File: config.mk
export PLATFORM = sky130hd
export DESIGN_NAME = seq_match_monitor
export DESIGN_NICKNAME = d
export VERILOG_FILES = /design/src/rtl/seq_match_monitor.sv
export SDC_FILE = /design/constraint.sdc
export NUM_CORES = 1
export LEC_CHECK = 0
export CAP_MARGIN = 10
export CORE_ASPECT_RATIO = 0.75
export CORE_MARGIN = 8
export CORE_UTILIZATION = 55
export DETAILED_ROUTE_END_ITERATION = 8
export GPL_TIMING_DRIVEN = 0
export PLACE_DENSITY_LB_ADDON = 0.2
export SYNTH_ARGS = -nofsm -noshare
export SYNTH_HDL_FRONTEND = slang
export SYNTH_SLANG_ARGS = --single-unit
File: constraint.sdc
create_clock -name clk -period 5.15 [get_ports clk]
set_clock_uncertainty 0.1 [all_clocks]
set_input_delay 1.545 -clock clk [delete_from_list [all_inputs] [get_ports clk]]
set_output_delay 1.545 -clock clk [all_outputs]
set_load 0.02 [all_outputs]
File: src/rtl/seq_match_monitor.sv
// ---------------------------------------------------------------------------
// seq_match_monitor
//
// Consumer of the serial sequence detector's registered match pulse. It
// counts matches, measures the cycle gap between consecutive matches, and
// raises a level interrupt each time a programmable number of matches has
// accumulated. The interrupt is held until it is acknowledged. It sits
// between the detector and the control/status register block.
//
// Compile-time option:
//   SEQ_MON_GAP_EN  defined   -> gap measurement (gap_cnt/last_gap) built in
//                   undefined -> gap logic removed, last_gap tied to 0
//
// Parameters:
//   CNT_W  width of total match counter, window counter and threshold
//   GAP_W  width of gap counter and last_gap
//
// Ports:
//   clk        in   1      clock, rising edge
//   rst        in   1      reset, asynchronous, active-high
//   en         in   1      monitor enable; 0 freezes counters
//   match_in   in   1      1-cycle match pulse from detector
//   clr        in   1      synchronous clear of all counters/flags
//   thresh     in   CNT_W  matches per interrupt; 0 = interrupts disabled
//   irq_ack    in   1      interrupt acknowledge, 1-cycle pulse
//   match_cnt  out  CNT_W  total matches, saturates at all-ones
//   last_gap   out  GAP_W  cycles between last two matches, saturating
//   irq        out  1      interrupt level, held until acknowledged
//   overflow   out  1      sticky: threshold hit while irq already pending
// ---------------------------------------------------------------------------
module seq_match_monitor #(
  parameter int CNT_W = 16,
  parameter int GAP_W = 12
) (
  input  logic             clk,
  input  logic             rst,
  input  logic             en,
  input  logic             match_in,
  input  logic             clr,
  input  logic [CNT_W-1:0] thresh,
  input  logic             irq_ack,
  output logic [CNT_W-1:0] match_cnt,
  output logic [GAP_W-1:0] last_gap,
  output logic             irq,
  output logic             overflow
);

  typedef enum logic [1:0] {
    IDLE  = 2'd0,
    ARMED = 2'd1,
    ALERT = 2'd2
  } state_t;

  localparam logic [CNT_W-1:0] CNT_MAX = '1;

  state_t           state;
  state_t           state_nxt;
  logic [CNT_W-1:0] win_cnt;
  logic [CNT_W-1:0] win_cnt_nxt;
  logic [CNT_W-1:0] match_cnt_nxt;
  logic             overflow_nxt;

  // Counting happens only in ARMED/ALERT with the monitor enabled. An IDLE
  // cycle that sees en=1 only arms the monitor; its match is ignored.
  logic             counting;
  logic             match_ev;
  logic             hit;
  logic [CNT_W:0]   win_inc;

  assign counting = (state != IDLE) && en;

  // clr has priority over a same-cycle match, so the match is dropped.
  assign match_ev = counting && match_in && !clr;

  // One extra bit keeps win_cnt+1 from wrapping to 0 at all-ones. That way a
  // thresh lowered below the current window count still hits on the next
  // match.
  assign win_inc  = {1'b0, win_cnt} + {{CNT_W{1'b0}}, 1'b1};
  assign hit      = match_ev && (thresh != '0) && (win_inc >= {1'b0, thresh});

  // The interrupt is exactly "in ALERT". Decoding it from the state register
  // keeps irq glitch-free and impossible to desynchronise from the FSM.
  assign irq = (state == ALERT);

  // -------------------------------------------------------------------------
  // Next-state / next-counter logic
  // -------------------------------------------------------------------------
  always_comb begin
    // NOTE: every signal written here gets a default first, so no path leaves
    // it unassigned and no latch is inferred.
    state_nxt     = state;
    win_cnt_nxt   = win_cnt;
    match_cnt_nxt = match_cnt;
    overflow_nxt  = overflow;

    if (clr) begin
      state_nxt     = en ? ARMED : IDLE;
      win_cnt_nxt   = '0;
      match_cnt_nxt = '0;
      overflow_nxt  = 1'b0;
    end else begin
      if (match_ev) begin
        if (match_cnt != CNT_MAX) begin
          match_cnt_nxt = match_cnt + 1'b1;
        end
        // With thresh=0 the window simply keeps counting and wraps.
        win_cnt_nxt = hit ? '0 : win_inc[CNT_W-1:0];
      end

      unique case (state)
        IDLE: begin
          if (en) state_nxt = ARMED;
        end
        ARMED: begin
          if (!en)      state_nxt = IDLE;
          else if (hit) state_nxt = ALERT;
        end
        ALERT: begin
          if (irq_ack) begin
            // A hit on the acknowledge edge re-raises the interrupt at once,
            // so the FSM stays in ALERT and overflow is not flagged.
            if (!hit) state_nxt = en ? ARMED : IDLE;
          end else if (hit) begin
            overflow_nxt = 1'b1;
          end
        end
        default: state_nxt = IDLE;
      endcase
    end
  end

  // -------------------------------------------------------------------------
  // State and counter registers
  // -------------------------------------------------------------------------
  always_ff @(posedge clk or posedge rst) begin
    if (rst) begin
      state     <= IDLE;
      win_cnt   <= '0;
      match_cnt <= '0;
      overflow  <= 1'b0;
    end else begin
      // NOTE: sequential state is updated with non-blocking assignments so all
      // registers see the same pre-edge values regardless of statement order.
      state     <= state_nxt;
      win_cnt   <= win_cnt_nxt;
      match_cnt <= match_cnt_nxt;
      overflow  <= overflow_nxt;
    end
  end

  // -------------------------------------------------------------------------
  // Gap measurement
  // -------------------------------------------------------------------------
`ifdef SEQ_MON_GAP_EN
  localparam logic [GAP_W-1:0] GAP_MAX = '1;

  logic [GAP_W-1:0] gap_cnt;
  // seen marks that a first match has occurred since reset/clr. Until then
  // there is no previous match to measure a gap from.
  logic             seen;

  always_ff @(posedge clk or posedge rst) begin
    if (rst) begin
      gap_cnt  <= '0;
      last_gap <= '0;
      seen     <= 1'b0;
    end else if (clr) begin
      gap_cnt  <= '0;
      last_gap <= '0;
      seen     <= 1'b0;
    end else if (counting) begin
      if (match_in) begin
        gap_cnt <= '0;
        seen    <= 1'b1;
        // The gap includes the match cycle itself, saturating at all-ones.
        if (seen) begin
          last_gap <= (gap_cnt == GAP_MAX) ? GAP_MAX : gap_cnt + 1'b1;
        end
      end else if (gap_cnt != GAP_MAX) begin
        gap_cnt <= gap_cnt + 1'b1;
      end
    end
  end
`else
  assign last_gap = '0;
`endif

endmodule

**Word-level counts from Yosys, hierarchy flattened**

Cells that the tools add are included.

- Bits in registers: 35
- Input port bits: 22
- Output and inout bits: 30
- Logic and storage cells: 49

- Add/sub/neg operators: 2
- Order comparisons: 1
- Eq/ne operators: 8
- Multiplexer cells: 18
- Reductions and logical operators: 16

Operator list:

| operator | number |
|---|---|
| $mux W16 | 6 |
| $add A16 B1 Y17 const B | 1 |
| $ge A17 B16 Y1 | 1 |
| $add A16 B1 Y16 const B | 1 |
| $ne A16 B16 Y1 const B | 1 |
| $reduce_bool A16 Y1 | 1 |
| $mux W2 | 6 |
| $reduce_bool A2 Y1 | 5 |
| $ne A3 B3 Y1 const B | 3 |
| $pmux W2 S3 | 1 |
| $logic_and A1 B1 Y1 | 5 |
| $mux W1 | 5 |
| $ne A4 B4 Y1 const B | 1 |
| $reduce_and A4 Y1 | 1 |
| $reduce_and A3 Y1 | 1 |
| $eq A2 B1 Y1 const B | 1 |
| $eq A2 B2 Y1 const B | 1 |
| $logic_not A2 Y1 | 1 |
| $ne A2 B2 Y1 const B | 1 |
| $reduce_and A2 Y1 | 1 |
| $logic_not A1 Y1 | 1 |

**Depth between registers and ports, before layout**

Gate-level depths: netlist (run 1).

- Depth in word-level cells: 10
- Mapped depth: 14
- Depth with buffers taken out: 13

**Worst setup path after synthesis (run 1)**

OpenSTA, ideal clock, no wires.

- Path type: input port to flip-flop
- Start: in thresh[2]
- End: reg win_cnt[9]
- Library setup time: 0.066 ns
- Arrival time: 3.259 ns
- Data required time: 4.984 ns
- Path slack: 1.726 ns
- Stages on the path: 9
- Buffers on the path: 1
- Cell sequence: inv_1 > ha_1 > a21oi_1 > o21ai_0 > a2111oi_0 > o211ai_1 > a21oi_2 > buf_2 > a22o_1

- Word-level cells in the longest chain between the ends: 6
- Elaborated cells on any way between the ends: 7
- Those cells by class: 1 x order compare; 3 x mux; 3 x reduce/logical

Ends and longest elaborated chain:

| element | RTL line | RTL |
|---|---|---|
| from (decl) | 40 | `input logic [CNT_W-1:0] thresh,` |
| branches (longest 2 deep; another with $ge A17 B16 Y1) | - |  |
| $logic_and A1 B1 Y1 * | 79 | `assign hit = match_ev && (thresh != '0) && (win_inc >= {1'b0, thresh});` |
| $mux W16 * | 107 | `win_cnt_nxt = hit ? '0 : win_inc[CNT_W-1:0];` |
| $mux W16 * | 102 | `if (match_ev) begin` |
| $mux W16 * | 96 | `if (clr) begin` |
| to (signal assigned) | 145 | `win_cnt <= win_cnt_nxt;` |
| to (decl) | 58 | `logic [CNT_W-1:0] win_cnt;` |

Every way passes the cells marked *. The select of a mux whose other input is x is not followed.
A chain may end at the register's enable or synchronous reset.

**Worst setup path in the final report (run 1)**

Ends and elaborated chain as after synthesis.

==> results of run 1 <==
final cells by class:
| cell class | count | area [sq um] |
|---|---|---|
| timing repair buffer | 39 | 408 |
| tap | 55 | 68.8 |
| inverter | 23 | 86.3 |
| sequential | 35 | 876 |
| clock buffer | 7 | 76.3 |
| multi-input combinational | 192 | 1320 |
| buffer | 18 | 116 |
| fill | 307 | 1120 |
| clock inverter | 1 | 5.00 |
worst max path at each step:
stage / from / end / slack (ns) / depth (start not counted)
floorplan: thresh[2] / win_cnt[9] / 1.73 / 9
global placement: thresh[2] / win_cnt[4] / 0.81 / 10
detailed placement: thresh[2] / win_cnt[1] / 0.78 / 10
CTS: thresh[2] / win_cnt[9] / 1.06 / 10
global route: thresh[2] / win_cnt[9] / 0.80 / 10
finish: thresh[2] / win_cnt[9] / 1.03 / 10
synthesized netlist by cell type (all sizes together) (4+ instances only):
| cell | number | area share |
|---|---|---|
| nor2 | 16 | 0.025 |
| nand3 | 7 | 0.015 |
| o21ai | 9 | 0.019 |
| and3 | 7 | 0.019 |
| buf | 15 | 0.045 |
| a22o | 14 | 0.052 |
| xnor2 | 7 | 0.026 |
| inv | 23 | 0.037 |
| or3 | 4 | 0.013 |
| a21oi | 9 | 0.021 |
| nor4 | 5 | 0.013 |
| dfrtp | 35 | 0.37 |
| ha | 18 | 0.095 |
| nand4 | 13 | 0.034 |
| xor2 | 14 | 0.052 |
| a31oi | 6 | 0.016 |
| nand2 | 15 | 0.024 |
| nor3 | 5 | 0.015 |
registers in the layout (all words and copies together), names as in the netlist:
register,cells
state,2
match_cnt,16
win_cnt,16
overflow,1
cells in the final DEF, fill, tap and decap left out, drive strengths merged, types with 3 or more instances in the layout:
master	synthesis	final
nor2	16	16
dfrtp	35	35
and2	3	3
nand2b	3	3
nor3	5	5
nand3	7	7
o21ai	9	9
and4	3	3
clkbuf	3	10
a22o	14	14
ha	18	18
clkdlybuf4s50	0	38
a21oi	9	9
nor4	5	5
a31oi	6	6
a211oi	3	3
nand4	13	13
xnor2	7	7
and3	7	7
conb	1	12
xor2	14	14
or3	4	4
buf	15	16
inv	23	23
nand2	15	15
a21o	3	3
stage by stage:
stage                util  hold slack [ns]
floorplan               -            0.392
global placement    0.699            0.409
detailed placement  0.706            0.415
CTS                 0.725            0.431
global route        0.725            0.463
finish              0.725            0.422
per-layer routing:
layer	track usage	vias to the layer above	routed length, microns
met5	0	-	0
met2	0.258	69	2410
met1	0.219	983	2650
li1	-	1019	-
met4	0.0289	0	10
met3	0.0534	2	390
kinds of logic (layout without fill, tap and decap cells):
kind of cell,after synthesis,in the layout,share of synthesized area
xor+xnor,21,21,0.0779
simple gates,85,85,0.198
buf+inv,41,88,0.0859
compound gates,55,55,0.165
flops,35,35,0.371
fa+ha+maj,18,18,0.0954
other cells,1,12,0.00159
mux,1,1,0.00477
power breakdown:
group | leakage [nW] | internal [W] | total (W) | switching, W
Sequential | 0.485 | 0.000280 | 0.000287 | 0.00000704
Combinational | 0.935 | 0.0000415 | 0.0000891 | 0.0000476
Clock | 0.0422 | 0.0000950 | 0.000191 | 0.0000965
worst max-delay path: cells and delay by family:
family	cells	cell delay [ns]
fa+ha+maj	1	0.30
compound gates	6	1.55
buf+inv	3	0.84
==> impl_results.md, run 1 <==
* Placed cell areas at 2880 sq um
* Inst Count DP at 362
* Drc violations at 0
* Vias in the first global route at 2041
* Grt total ovfl at 0
* Die area at 6660 sq um
* Global placer's final weighted congestion at 0.800
* Required time worst endpoint at 5.27 ns
* Finished Layout Cells at 370
* Clock Pin Slew Worst Setup and Hold Paths at 0.07 ns
* Clock sinks at 35
* Setup TNS at 0 ns
* DIE HEIGHT at 72.7 microns
* Final WS setup at 1.03 ns
* # diodes at 0
* Mapped cell area at 2360 sq um
* Core Footprint at 4080 sq um
* Slowest cell on the critical path: clkdlybuf4s50_1
* Worst Tran Pin Value at 0.809 ns
* Fmax at 0.243 GHz
* Fin nets at 354
* Count of cell types in the netlist at 45
* Synth Instances at 257
* Post-route antenna net violation count at 0
* Reg-to-reg setup timing slack at 1.50 ns
* Hold WC Path Type: flip-flop to flip-flop
* Total power at 0.000568 W
* Slew Viols, Final at 0
* Largest net degree at the start of global routing at 21
* Top_reg_cell synth: dfrtp_1
* Rows at 20
* Power Density at 192 nW/um^2
* Max-cap violation count at 0
* Design Area, Final at 2960 sq um
* Total global-route track usage at 0.165
* Final Hold Viols at 0
* Routed WL per cell at 14.8 microns
* Final-report setup violation count at 0
* Initial core utilization at 0.579
* Peak supply drop at 231 uV
* Share of layout cells above drive strength 1 at 0.0889
* Worst-Skew Late Latency at 0.28 ns
* Via density at 5.60
* Syn-to-layout area delta at 25.4%
* CTS Root Cell: clkbuf_8
* Ports at 52
* Port Buf Inserts at 38
* Chip width at 91.6 microns
* Setup Fix Bufs, Post-CTS at 0
* R2R depth at 13
* CP endpoint kind: flip-flop
* Worst r2r src: win_cnt[0]
* Inserted Clock Buffers at 5
* CP cell instances: clkdlybuf4s50_1 > inv_1 > ha_1 > a21oi_1 > o21ai_0 > a2111oi_0 > o211ai_1 > a21oi_2 > buf_2 > a22o_1
* Outcome: finished, final reports clean
* Flops & latches, synth at 35
* Rel. slew slack at 0.460
* Warnings, synthesis at 0
* DRT iter0 DRCs at 146
* Critical Path AT at 4.24 ns
* Post-cts hold buffer count at 0
* Crit path launch type: input pin
* Antenna violations before repair at 0
* Min Clock Period, post-route at 4.12 ns
* RSZ-0062 raised after global routing: no
* Hold endpoint: overflow
* Crit Path Class: input pin to flip-flop
* First-pass GRT wire length at 9110 microns
* CP max FO at 10
* Static Leak at 1.46 nW
* Worst R2R End: win_cnt[9]
* Period utilization at 0.799
* Min-delay src: overflow
* Post-DP HPWL at 4410 microns
* Sequential share of the synthesized area at 0.371
* Largest stage delay on the critical path at 0.48 ns
* Hold Crit Depth at 2
* Resize count post-CTS at 0
* DR vias at 2073
* CTS tree: done
* Routed Wire Length at 5470 microns
* Post-Place Worst Slack at 0.783 ns
* Buffer levels on the longest clock path at 2
* H-tree levels at 2
* Drt first pass iters at 4
* Number of flops mapped to enable cells by yosys at 0
* Syn Area/Cell at 9.18 sq um
* Async set or reset register ratio after synthesis at 1.00
No activity file was read; power rests on OpenSTA's default activity.
==> run 2, diff against run 1 <==
--- a/config.mk
+++ b/config.mk
@@ -8,7 +8,7 @@
 export CAP_MARGIN = 10
 export CORE_ASPECT_RATIO = 0.75
 export CORE_MARGIN = 8
-export CORE_UTILIZATION = 55
+export CORE_UTILIZATION = 46
 export DETAILED_ROUTE_END_ITERATION = 8
 export GPL_TIMING_DRIVEN = 0
 export PLACE_DENSITY_LB_ADDON = 0.2
==> constraint.sdc (replaced) <==
create_clock -name clk -period 3.7 [get_ports clk]
set_clock_uncertainty 0.1 [all_clocks]
set_input_delay 1.11 -clock clk [delete_from_list [all_inputs] [get_ports clk]]
set_output_delay 1.11 -clock clk [all_outputs]
set_load 0.02 [all_outputs]
==> run 2 against run 1 <==
  * Total power increased by 37%
  * Critical path depth up 3
  * Global-route usage fell by 2.4 points
  * Non-clock buffer count is 1 higher
  * Wire length fell by 2.9%
  * Critical path type is now flip-flop to flip-flop
  * Critical endpoint is now win_cnt[4]
  * Largest power group unchanged
  * Highest routed layer unchanged
==> impl_results.md, run 2 (synthesis results as in run 1) <==
* Min Clock Period, post-route at 3.39 ns
* Max-cap violation count at 0
* Worst Tran Pin Value at 0.707 ns
* CP cell instances: ha_1 > and3_1 > and4_1 > nand4_1 > xnor2_1 > ha_1 > a21o_1 > a21o_1 > a31oi_1 > o211ai_1 > a21oi_2 > buf_2 > a22o_1
* Layout Utilization at 0.603
* CTS tree: done
* Buffer levels on the longest clock path at 2
* RSZ-0062 raised after global routing: no
* Worst-Skew Late Latency at 0.28 ns
* Initial core utilization at 0.479
* Die area at 7700 sq um
* Post-DP HPWL at 4300 microns
* Via density at 5.44
* Fin nets at 355
* Fmax at 0.295 GHz
* Most common cell after layout, fill and taps aside: clkdlybuf4s50_1
* Biggest regs: match_cnt (16), win_cnt (16), state (2)
* Clock Pin Slew Worst Setup and Hold Paths at 0.06 ns
* Global placer's final weighted congestion at 0.836
* Chip width at 98.7 microns
* Inserted Clock Buffers at 5
* Worst Hold Slack at 0.417 ns
* Share of layout cells above drive strength 1 at 0.0924
* Routed WL per cell at 14.2 microns
* First-pass GRT wire length at 8920 microns
* CP endpoint kind: flip-flop
* Rows at 22
* Grt total ovfl at 0
* Drc violations at 0
* Rel. slew slack at 0.524
* Period utilization at 0.917
* Required time worst endpoint at 3.82 ns
* Clock sinks at 35
* Drt first pass iters at 4
* Core Footprint at 4930 sq um
* Final-report setup violation count at 0
* # diodes at 0
* CP max FO at 10
* Worst Path Buf+Inv at 1
* Ports at 52
* Outcome: finished, final reports clean
* Total power at 0.000778 W
* Port Buf Inserts at 38
* DR vias at 2033
* Routed Wire Length at 5310 microns
* Vias in the first global route at 1908
* Critical Path AT at 3.52 ns
* Crit Path Class: flip-flop to flip-flop
* Power Density at 262 nW/um^2
* Top cell family by delay on the critical path: compound AO/OA/AOI/OAI gates
* Most frequent cells in the layout: clkdlybuf4s50_1 (38), dfrtp_1 (35), inv_1 (22), ha_1 (18), nor2_1 (16)
* Antenna violations before repair at 0
* Largest stage delay on the critical path at 0.42 ns
* Static Leak at 1.46 nW
* Slowest cell on the critical path: dfrtp_1
* CTS Root Cell: clkbuf_8
* Post-route antenna net violation count at 0
* Largest net degree at the start of global routing at 23
* Design Area, Final at 2970 sq um
* DIE HEIGHT at 78.0 microns
* Crit path launch type: flip-flop
* Final Hold Viols at 0
* Slew Viols, Final at 0
* DRT iter0 DRCs at 79
* Hold WC Path Type: flip-flop to flip-flop
* Placed cell areas at 2880 sq um
* Syn-to-layout area delta at 25.9%
* H-tree levels at 2
* Total global-route track usage at 0.141
* Peak supply drop at 204 uV
==> run 2: changes by cell type in the layout (fill, tap and decap cells not counted) <==
cell       delta
buf_4         +1
a2111oi_2     +1
clkinv_2      -1
clkbuf_1      -1
a2111oi_0     -1
==> run 2: area by class of cell <==
class                           instances  area [sq um]
Fill cell                             432          1960
Buffer                                 18           116
Sequential cell                        35           876
Multi-Input combinational cell        192          1330
Tap cell                               60          75.1
Inverter                               23          86.3
Timing Repair Buffer                   40           415
Clock buffer                            6          72.6
==> run 2: per-stage QoR <==
step	setup TNS, ns	setup WS (ns)	std cells
5_1_grt	0	0.0264	374
6_report	0	0.306	374
3_3_place_gp	-2.28	-0.239	366
2_1_floorplan	0	0.711	268
3_5_place_dp	-2.23	-0.232	367
4_1_cts	0	0.0513	373
==> run 2: repair_timing <==
| item | CTS | global route |
|---|---|---|
| gates resized for setup | 0 | 2 |
| setup endpoints to repair | 0 | 15 |
| setup buffers | 0 | 1 |
| hold buffers | 0 | 0 |
==> run 2: path summary, 6_finish.rpt <==
check | start | endpoint | slack, ns | cells past startpoint
setup / recovery | win_cnt[0] | win_cnt[4] | 0.31 | 13
hold / removal | overflow | overflow | 0.42 | 2
setup reg to reg | win_cnt[0] | win_cnt[4] | 0.31 | 13
hold reg to reg | overflow | overflow | 0.42 | 2
max in group asynchronous | rst | match_cnt[8] | 1.87 | 3
min in group asynchronous | rst | match_cnt[1] | 1.10 | 2
==> run 2: power by group <==
group | leakage [nW] | internal (W) | switching (W) | total, W
registers | 0.485 | 0.000390 | 0.0000110 | 0.000401
clock network | 0.0371 | 0.000125 | 0.000127 | 0.000253
logic | 0.942 | 0.0000583 | 0.0000659 | 0.000124
total | 1.46 | 0.000574 | 0.000204 | 0.000778
==> run 2: routing by layer <==
metal	wire, microns	global-route usage
met5	0	0
met4	54	0.0412
met3	380	0.0432
met2	2240	0.206
met1	2640	0.196
==> run 2: tightest hold or removal path: stages, from the launching register on <==
cell	delay (ns)
dfrtp_1	0.36
a41oi_1	0.05
nor2_1	0.07
